**config.mk**
```make
export PLATFORM = sky130hd
export DESIGN_NAME = panda_risc_v_wbk
export DESIGN_NICKNAME = d
export VERILOG_FILES = /design/src/rtl/panda_risc_v_pkg.sv /design/src/rtl/panda_risc_v_wbk_pending_fifo.sv /design/src/rtl/panda_risc_v_wbk.sv
export SDC_FILE = /design/constraint.sdc
export NUM_CORES = 1
export LEC_CHECK = 0
export ABC_AREA = 1
export CORE_ASPECT_RATIO = 0.6
export CORE_UTILIZATION = 50
export DETAILED_ROUTE_END_ITERATION = 16
export PLACE_DENSITY = 0.95
export SYNTH_ARGS = -nofsm -noshare
export SYNTH_HDL_FRONTEND = slang
export SYNTH_SLANG_ARGS = --single-unit
```
**constraint.sdc**
```tcl
create_clock -name clk -period 3.35 [get_ports clk]
set_input_delay 0.335 -clock clk [delete_from_list [all_inputs] [get_ports clk]]
set_output_delay 0.335 -clock clk [all_outputs]
set_load 0.03 [all_outputs]
```
**src/rtl/panda_risc_v_pkg.sv**
```systemverilog
// Shared types and constants for the panda_risc_v write-back stage.
package panda_risc_v_pkg;

  localparam int REG_ID_WIDTH = 5;
  localparam logic [REG_ID_WIDTH-1:0] X0_ID = '0;

  // One outstanding long instruction, recorded at commit time
  typedef struct packed {
    logic [REG_ID_WIDTH-1:0] rd_id;
    logic                    cmt;
    logic                    rd_vld;
  } pend_entry_t;

  localparam int PEND_ENTRY_WIDTH = $bits(pend_entry_t);

endpackage

```
**src/rtl/panda_risc_v_wbk_pending_fifo.sv**
```systemverilog
// In-order pending queue for long instructions; extra pointer bit separates full from empty.
module panda_risc_v_wbk_pending_fifo #(
  parameter int DEPTH = 4,
  parameter int WIDTH = 7
) (
  input  logic             clk,
  input  logic             resetn,
  input  logic             push,
  input  logic [WIDTH-1:0] push_data,
  input  logic             pop,
  output logic [WIDTH-1:0] head,
  output logic             empty,
  output logic             full
);

  localparam int AW = $clog2(DEPTH);

  logic [DEPTH-1:0][WIDTH-1:0] mem;
  logic [AW:0]                 wr_ptr;
  logic [AW:0]                 rd_ptr;

  assign empty = (wr_ptr == rd_ptr);
  assign full  = (wr_ptr[AW] != rd_ptr[AW]) && (wr_ptr[AW-1:0] == rd_ptr[AW-1:0]);
  assign head  = mem[rd_ptr[AW-1:0]];

  always_ff @(posedge clk or negedge resetn) begin
    if (!resetn) begin
      wr_ptr <= '0;
      rd_ptr <= '0;
      mem    <= '0;
    end else begin
      if (push) begin
        mem[wr_ptr[AW-1:0]] <= push_data;
        wr_ptr              <= wr_ptr + 1'b1;
      end
      if (pop)
        rd_ptr <= rd_ptr + 1'b1;
    end
  end

endmodule

```
**src/rtl/panda_risc_v_wbk.sv**
```systemverilog
// Write-back stage: immediate short-result writes plus in-order retirement of long results.
module panda_risc_v_wbk
  import panda_risc_v_pkg::*;
#(
  parameter int  LONG_FIFO_DEPTH  = 4,
  parameter real simulation_delay = 1
) (
  input  logic                    clk,
  input  logic                    resetn,
  input  logic                    s_pst_inst_cmt,
  input  logic                    s_pst_wb_imdt,
  input  logic                    s_pst_rd_vld,
  input  logic                    s_pst_is_long_inst,
  input  logic [REG_ID_WIDTH-1:0] s_pst_rd_id,
  input  logic [31:0]             s_pst_alu_res,
  input  logic                    s_pst_valid,
  output logic                    s_pst_ready,
  input  logic [31:0]             s_long_res_data,
  input  logic                    s_long_res_err,
  input  logic                    s_long_res_valid,
  output logic                    s_long_res_ready,
  output logic                    reg_file_wen,
  output logic [REG_ID_WIDTH-1:0] reg_file_waddr,
  output logic [31:0]             reg_file_wdat,
  output logic                    long_pending_empty,
  output logic                    long_pending_full
);

  pend_entry_t push_entry;
  pend_entry_t head;
  logic        push;
  logic        pop;
  logic        imm_wr;
  logic        long_wr;

  // Full blocks long instructions regardless of a same-cycle pop
  assign s_pst_ready      = ~(s_pst_is_long_inst & long_pending_full);
  assign push             = s_pst_valid & s_pst_ready & s_pst_is_long_inst;
  assign imm_wr           = s_pst_valid & s_pst_ready & s_pst_wb_imdt & s_pst_inst_cmt;
  assign s_long_res_ready = ~long_pending_empty & ~imm_wr;
  assign pop              = s_long_res_valid & s_long_res_ready;

  // Cancelled long instructions are still queued so their result gets drained
  assign push_entry = '{rd_id: s_pst_rd_id, cmt: s_pst_inst_cmt, rd_vld: s_pst_rd_vld};

  assign long_wr = pop & head.cmt & head.rd_vld & ~s_long_res_err & (head.rd_id != X0_ID);

  panda_risc_v_wbk_pending_fifo #(
    .DEPTH(LONG_FIFO_DEPTH),
    .WIDTH(PEND_ENTRY_WIDTH)
  ) u_pending_fifo (
    .clk       (clk),
    .resetn    (resetn),
    .push      (push),
    .push_data (push_entry),
    .pop       (pop),
    .head      (head),
    .empty     (long_pending_empty),
    .full      (long_pending_full)
  );

  always_ff @(posedge clk or negedge resetn) begin
    if (!resetn) begin
      reg_file_wen   <= 1'b0;
      reg_file_waddr <= '0;
      reg_file_wdat  <= '0;
    end else if (imm_wr && (s_pst_rd_id != X0_ID)) begin
      reg_file_wen   <= 1'b1;
      reg_file_waddr <= s_pst_rd_id;
      reg_file_wdat  <= s_pst_alu_res;
    end else if (long_wr) begin
      reg_file_wen   <= 1'b1;
      reg_file_waddr <= head.rd_id;
      reg_file_wdat  <= s_long_res_data;
    end else begin
      reg_file_wen   <= 1'b0;
    end
  end

endmodule
```
Word level (Yosys, flattened, before mapping):

Index checks and enable logic that the tools add are counted.

* flip-flop bits (word level): 72
* latch bits: 0
* RAM bits: 0
* bits in read-only memories: 0
* input port bits: 78
* output and inout port bits: 42
* word-level logic and storage cells: 49
* memories: 0

* add/subtract/negate cells: 2
* $mul: 0
* div/mod/pow operators: 0
* $lt $le $gt $ge: 3
* equal/unequal tests: 3
* shift operators: 0
* multiplexer cells: 11
* bitwise operators: 15
* reduce and logical (&&, ||, !) cells: 6

Operator list (number)
* $mux 32: 2
* $bwmux 28: 1
* $bmux 7 s2: 1
* $demux 7 s2: 1
* $mux 7: 2
* $and 1x1->1: 11
* $mux 5: 2
* $reduce_bool 5->1: 2
* $add 3x1->3 const B: 2
* $lt 2x3->1 const B: 2
* $not 1->1: 4
* $eq 3x3->1: 1
* $logic_and 1x1->1: 3
* $eq 2x2->1: 1
* $ge 2x1->1 const B: 1
* $mux 1: 2
* $reduce_bool 2->1: 1
* $ne 1x1->1: 1

Depth between registers and ports, before layout:

Gate-level depths: netlist of the first run.

* depth in word-level cells: 16
* depth in mapped cells: 12
* gate-level depth less buffers: 10

Modules after synthesis:

Synthesis of the first run repeated with hierarchy kept, for this count alone.

* cell total of the unflattened synthesis: 494
* area total of the unflattened synthesis: 4010.1 um^2

Modules (own cells, without submodules)
* panda_risc_v_wbk: times used 1, cells each 308, area each 2288.4 um^2, seq. area each 950.9 um^2
* panda_risc_v_wbk_pending_fifo: times used 1, cells each 186, area each 1721.7 um^2, seq. area each 850.8 um^2

Worst setup path after synthesis of the first run:

Ideal clock, no wire load.

* path kind: reg2reg
* start: reg u_pending_fifo.rd_ptr[1]
* end: reg reg_file_waddr[0]
* library setup time: 117 ps
* arrival: 1798 ps
* data required time: 3233 ps
* path slack: 1434 ps
* stages on the path, launching flop included: 13
* buffers on the path: 2
* clock period less this slack: 1916 ps
* cells stage by stage: dfrtp_1 > buf_4 > inv_4 > nand2_1 > nand2_1 > nand4_2 > nand3_2 > nand2_1 > nor2_2 > nand2_2 > buf_4 > nand3_1 > nand2_1

* word-level cells in the longest chain between the ends: 15
* elaborated cells on any way between the ends: 23
* classes of those cells: eq/ne: 2; mux: 4; bitwise: 13; reduce/logical: 4

Ends and longest elaborated chain
* start: declaration: RTL line panda_risc_v_wbk_pending_fifo.sv:20 `logic [AW:0] rd_ptr;`
* start signal: assignment: RTL line panda_risc_v_wbk_pending_fifo.sv:37 `rd_ptr <= rd_ptr + 1'b1;`
* $eq 2x2->1 (*): RTL line panda_risc_v_wbk_pending_fifo.sv:23 `assign full = (wr_ptr[AW] != rd_ptr[AW]) && (wr_ptr[AW-1:0] == rd_ptr[AW-1:0]);`
* $logic_and 1x1->1 (*): RTL line panda_risc_v_wbk_pending_fifo.sv:23
* $and 1x1->1 (*): RTL line panda_risc_v_wbk.sv:37 `assign s_pst_ready = ~(s_pst_is_long_inst & long_pending_full);`
* $not 1->1 (*): RTL line panda_risc_v_wbk.sv:37
* net s_pst_ready: RTL line panda_risc_v_wbk.sv:17 `output logic s_pst_ready,`
* $and 1x1->1 (*) (3 in series): RTL line panda_risc_v_wbk.sv:39 `assign imm_wr = s_pst_valid & s_pst_ready & s_pst_wb_imdt & s_pst_inst_cmt;`
* $not 1->1: RTL line panda_risc_v_wbk.sv:40 `assign s_long_res_ready = ~long_pending_empty & ~imm_wr;`
* $and 1x1->1: RTL line panda_risc_v_wbk.sv:40
* $and 1x1->1: RTL line panda_risc_v_wbk.sv:41 `assign pop = s_long_res_valid & s_long_res_ready;`
* $and 1x1->1 (4 in series): RTL line panda_risc_v_wbk.sv:46 `assign long_wr = pop & head.cmt & head.rd_vld & ~s_long_res_err & (head.rd_id != X0_ID);`
* $reduce_bool 2->1 (no source line)
* end signal: assignment: RTL line panda_risc_v_wbk.sv:69 `reg_file_waddr <= s_pst_rd_id;`
* end signal: assignment: RTL line panda_risc_v_wbk.sv:73 `reg_file_waddr <= head.rd_id;`
* end: declaration: RTL line panda_risc_v_wbk.sv:23 `output logic [REG_ID_WIDTH-1:0] reg_file_waddr,`

Mark *: on every way through the listed nets, which the timed path passes. The rest lies on a longest branch. The select of a mux whose other input is x is not followed.
A chain may end at the register's enable or synchronous reset.

Worst setup path after layout of the first run:

* start: reg u_pending_fifo.rd_ptr[1]
* end: reg reg_file_waddr[3]

* word-level cells in the longest chain between the ends: 15
* elaborated cells on any way between the ends: 23
* classes of those cells: eq/ne: 2; mux: 4; bitwise: 13; reduce/logical: 4

Ends and longest elaborated chain (RTL line)
* $eq 2x2->1: panda_risc_v_wbk_pending_fifo.sv:23
* $logic_and 1x1->1: panda_risc_v_wbk_pending_fifo.sv:23
* $and 1x1->1: panda_risc_v_wbk.sv:37
* $not 1->1: panda_risc_v_wbk.sv:37
* $and 1x1->1 (3 in series): panda_risc_v_wbk.sv:39
* $not 1->1: panda_risc_v_wbk.sv:40
* $and 1x1->1: panda_risc_v_wbk.sv:40
* $and 1x1->1: panda_risc_v_wbk.sv:41
* $and 1x1->1 (4 in series): panda_risc_v_wbk.sv:46
* $reduce_bool 2->1 (no source line)

Several ways; a longest one is shown, not always the timed one. The select of a mux whose other input is x is not followed.

==> impl_metrics.toml, run 1 <==
[placed_design]
routabilityCongestion = 0.878
place_ws_ns = 0.358
postPlaceCellArea_um2 = 4880
portBuffers = 119
hpwl_um = 7010

[sta]
setup_violations = 0
slew_headroom_pct = 38.7
rsz0062_at_grt = "false"
max_freq_mhz = 332
finClkSkew_ns = 0.00893
tightestPinTransition_ns = 0.918
finalHoldViolCount = 0
fin_crit_sh_pct = 90.0
setup_tns_ns = 0
worst_slack_ns = 0.334
period_minus_slack_ns = 3.02
drv_slew = 0

[drt]
drtPass1Iterations = 6
drcViolationCount = 0
vias_per_cell = 5.25
ant_nets = 0
wl_per_cell_um = 15.0
routed_wl_um = 9700
drt-initial-drc-count = 228
vias = 3405

[worst_setup_path]
r2r_cells = 10
cpPeakStageDelay_ns = 0.74
cpMaxStageDelayCell = "nor2_4"
crit_path_max_fanout = 43
cp_common_cell = "nand2_1"
r2r_slack_ns = 0.33
endpoint_kind = "register"
r2r_end = "reg_file_waddr[3]"
critical_path_required_ns = 3.61
crit_type = "reg2reg"
start_kind = "register"
cp.arrival_ns = 3.27
path_cells = "inv_4 -> nand2_1 -> nand2_1 -> nand4_2 -> nand3_2 -> nor2_4 -> o21bai_2 -> buf_4 -> nand2_1 -> nand2_1"
r2r_start = "u_pending_fifo.rd_ptr[1]"

[floorplan]
die_area_um2 = 7710
coreArea_um2 = 6880
die_h_um = 68.4
die_w_um = 113
rows = 23
start_util_pct = 53.4
io_pins = 120

[logic_synthesis]
yosysWarnings = 0
seq_area_frac_synth_pct = 49.0
synthAdderAreaFrac_pct = 1.70
syn_inst = 443
synth_simple_gate_area_share_pct = 32.5
synthesis.area_um2 = 3680
yosysUniqueCellTypes = 28
synthMuxAreaShare_pct = 8.58
synth_compound_area_share_pct = 1.57
ys_seq_elements = 72
synth_xor_area_share_pct = 1.19
synth_top_family_by_area = "simple AND/OR/NAND/NOR gates"
postSynthNetCount = 526
syn_avg_cell_area_um2 = 8.30

[power_and_ir_drop]
powerDensity_nw_per_um2 = 900
p_leak_nw = 2.54
power_mw = 4.66
ir_worst_vdd_v = 0.000409

[global_routing]
gr-total-overflow = 0
grtUsageTotal_pct = 26.1
grt_pass1_wl_um = 15200
grt_pass1_vias = 3192
antenna_found_initial = 0
grt_max_degree = 46

[clock_tree]
hold_buffers = 1
h-tree-depth = 3
postCtsSetupBuffers = 0
cts_root_buf = "clkbuf_16"
cts_buffers = 9
clk_pin_slew_ns = 0.06
cts_resized = 0
cts.sinks = 72
clock_path_buffers = 2
clk_latency_ns = 0.32
cts_tree = "yes"

[final_layout]
diodes = 0
design_area_um2 = 5180
drive_above_1_share_pct = 11.0
fin_nets = 641
syn_to_final_growth_pct = 41.0

[flow_run]
drv_cap = 0

[status]
outcome = "completed"

[min_path]
hp-class = "in2async"
[cells in the final DEF, fill, tap and decap left out, drive strengths merged]
cell             n
clkinv           1
dlygate4sd3      1
mux2            28
buf              6
xnor2            1
a21oi            1
or2              1
ha               5
nand2          213
clkdlybuf4s50  118
nand3           58
nor2             8
bufinv           1
clkinvlp         1
o21ai            6
o21bai           2
clkbuf          12
inv             18
nor3             1
nand4            3
dfrtp           72
xor2             4
nand3b           1
[worst max-delay path by stage]
stage                                  start                 to  cells after the start
finish              u_pending_fifo.rd_ptr[1]  reg_file_waddr[3]                     10
global route        u_pending_fifo.rd_ptr[1]  reg_file_wdat[14]                     10
detailed placement            s_pst_inst_cmt  reg_file_waddr[3]                      9
CTS                 u_pending_fifo.rd_ptr[1]   reg_file_wdat[0]                     10
floorplan           u_pending_fifo.rd_ptr[1]  reg_file_waddr[0]                     12
global placement              s_pst_inst_cmt   reg_file_wdat[5]                      9
[sequential cells by signal (all words and copies together), names as in the netlist]
signal / flops
reg_file_wdat: 32
u_pending_fifo.mem: 28
reg_file_waddr: 5
u_pending_fifo.rd_ptr: 3
u_pending_fifo.wr_ptr: 3
reg_file_wen: 1
[through the flow]
step / std cells / util, % / hold slack (ns)
floorplan: 443 / - / 0.0394
detailed placement: 633 / 71.0 / 0.208
finish: 649 / 75.4 / 0.418
CTS: 649 / 75.4 / 0.404
global route: 649 / 75.4 / 0.444
global placement: 633 / 71.0 / 0.204
[Yosys cell counts]
cell type,number,area [µm²]
a21oi_1,1,5.00
buf_2,7,35.0
buf_4,7,52.6
buf_6,2,22.5
clkbuf_1,5,18.8
dfrtp_1,72,1800
ha_1,5,62.6
inv_1,15,56.3
inv_2,2,7.51
inv_4,1,6.26
mux2_1,1,11.3
mux2_2,27,304
nand2_1,212,796
nand2_2,1,6.26
nand3_1,56,280
nand3_2,2,20.0
nand3b_1,1,7.51
nand4_1,2,12.5
nand4_2,1,12.5
nor2_1,2,7.51
nor2_2,5,31.3
nor2_4,1,11.3
nor3_1,1,5.00
o21ai_0,6,30.0
o21bai_2,2,22.5
or2_2,1,6.26
xnor2_1,1,8.76
xor2_1,4,35.0
[routing by layer]
layer | GRT usage, % | routed length, µm | vias to the layer above
met5 | 0 | 0 | -
met4 | 9.50 | 178 | 0
met3 | 7.00 | 820 | 17
met2 | 45.3 | 4550 | 156
met1 | 32.1 | 4160 | 1601
li1 | - | - | 1631
[worst max-delay path: cells and delay by family (launching register included)]
family / cells / cell delay (ns)
AO/OA/AOI/OAI: 1 / 0.42
flip-flops: 1 / 0.61
buffers and inverters: 2 / 0.49
AND/OR/NAND/NOR: 7 / 1.40
[final cells by class]
| cell class | count | area [µm²] |
|---|---|---|
| inverter | 18 | 70.1 |
| tap | 87 | 109 |
| timing repair buffer | 125 | 1230 |
| sequential | 72 | 1800 |
| fill | 492 | 1690 |
| clock inverter | 3 | 42.5 |
| multi-input combinational | 332 | 1680 |
| clock buffer | 12 | 246 |
[power breakdown]
part           total, mW  switching, mW  leakage, nW  internal, mW
clock              0.916          0.325        0.139         0.591
combinational       2.16           1.24         1.52         0.920
sequential          1.58          0.297        0.884          1.29
total               4.66           1.87         2.54          2.80
[logic make-up after synthesis]
kind of cell / after synthesis
buffers and inverters: 39
adders and majority gates: 5
muxes: 28
xor gates and xnor gates: 5
and+or+nand+nor: 285
AOI/OAI and AO/OA: 9
DFF: 72
Power figures use the tool's default switching activity.
==> inputs of run 2 (changes only) <==
Settings changed: TNS_END_PERCENT from default to 1.
==> results of run 2 <==
The final DEF is identical to that of run 1; final timing and power are the same.
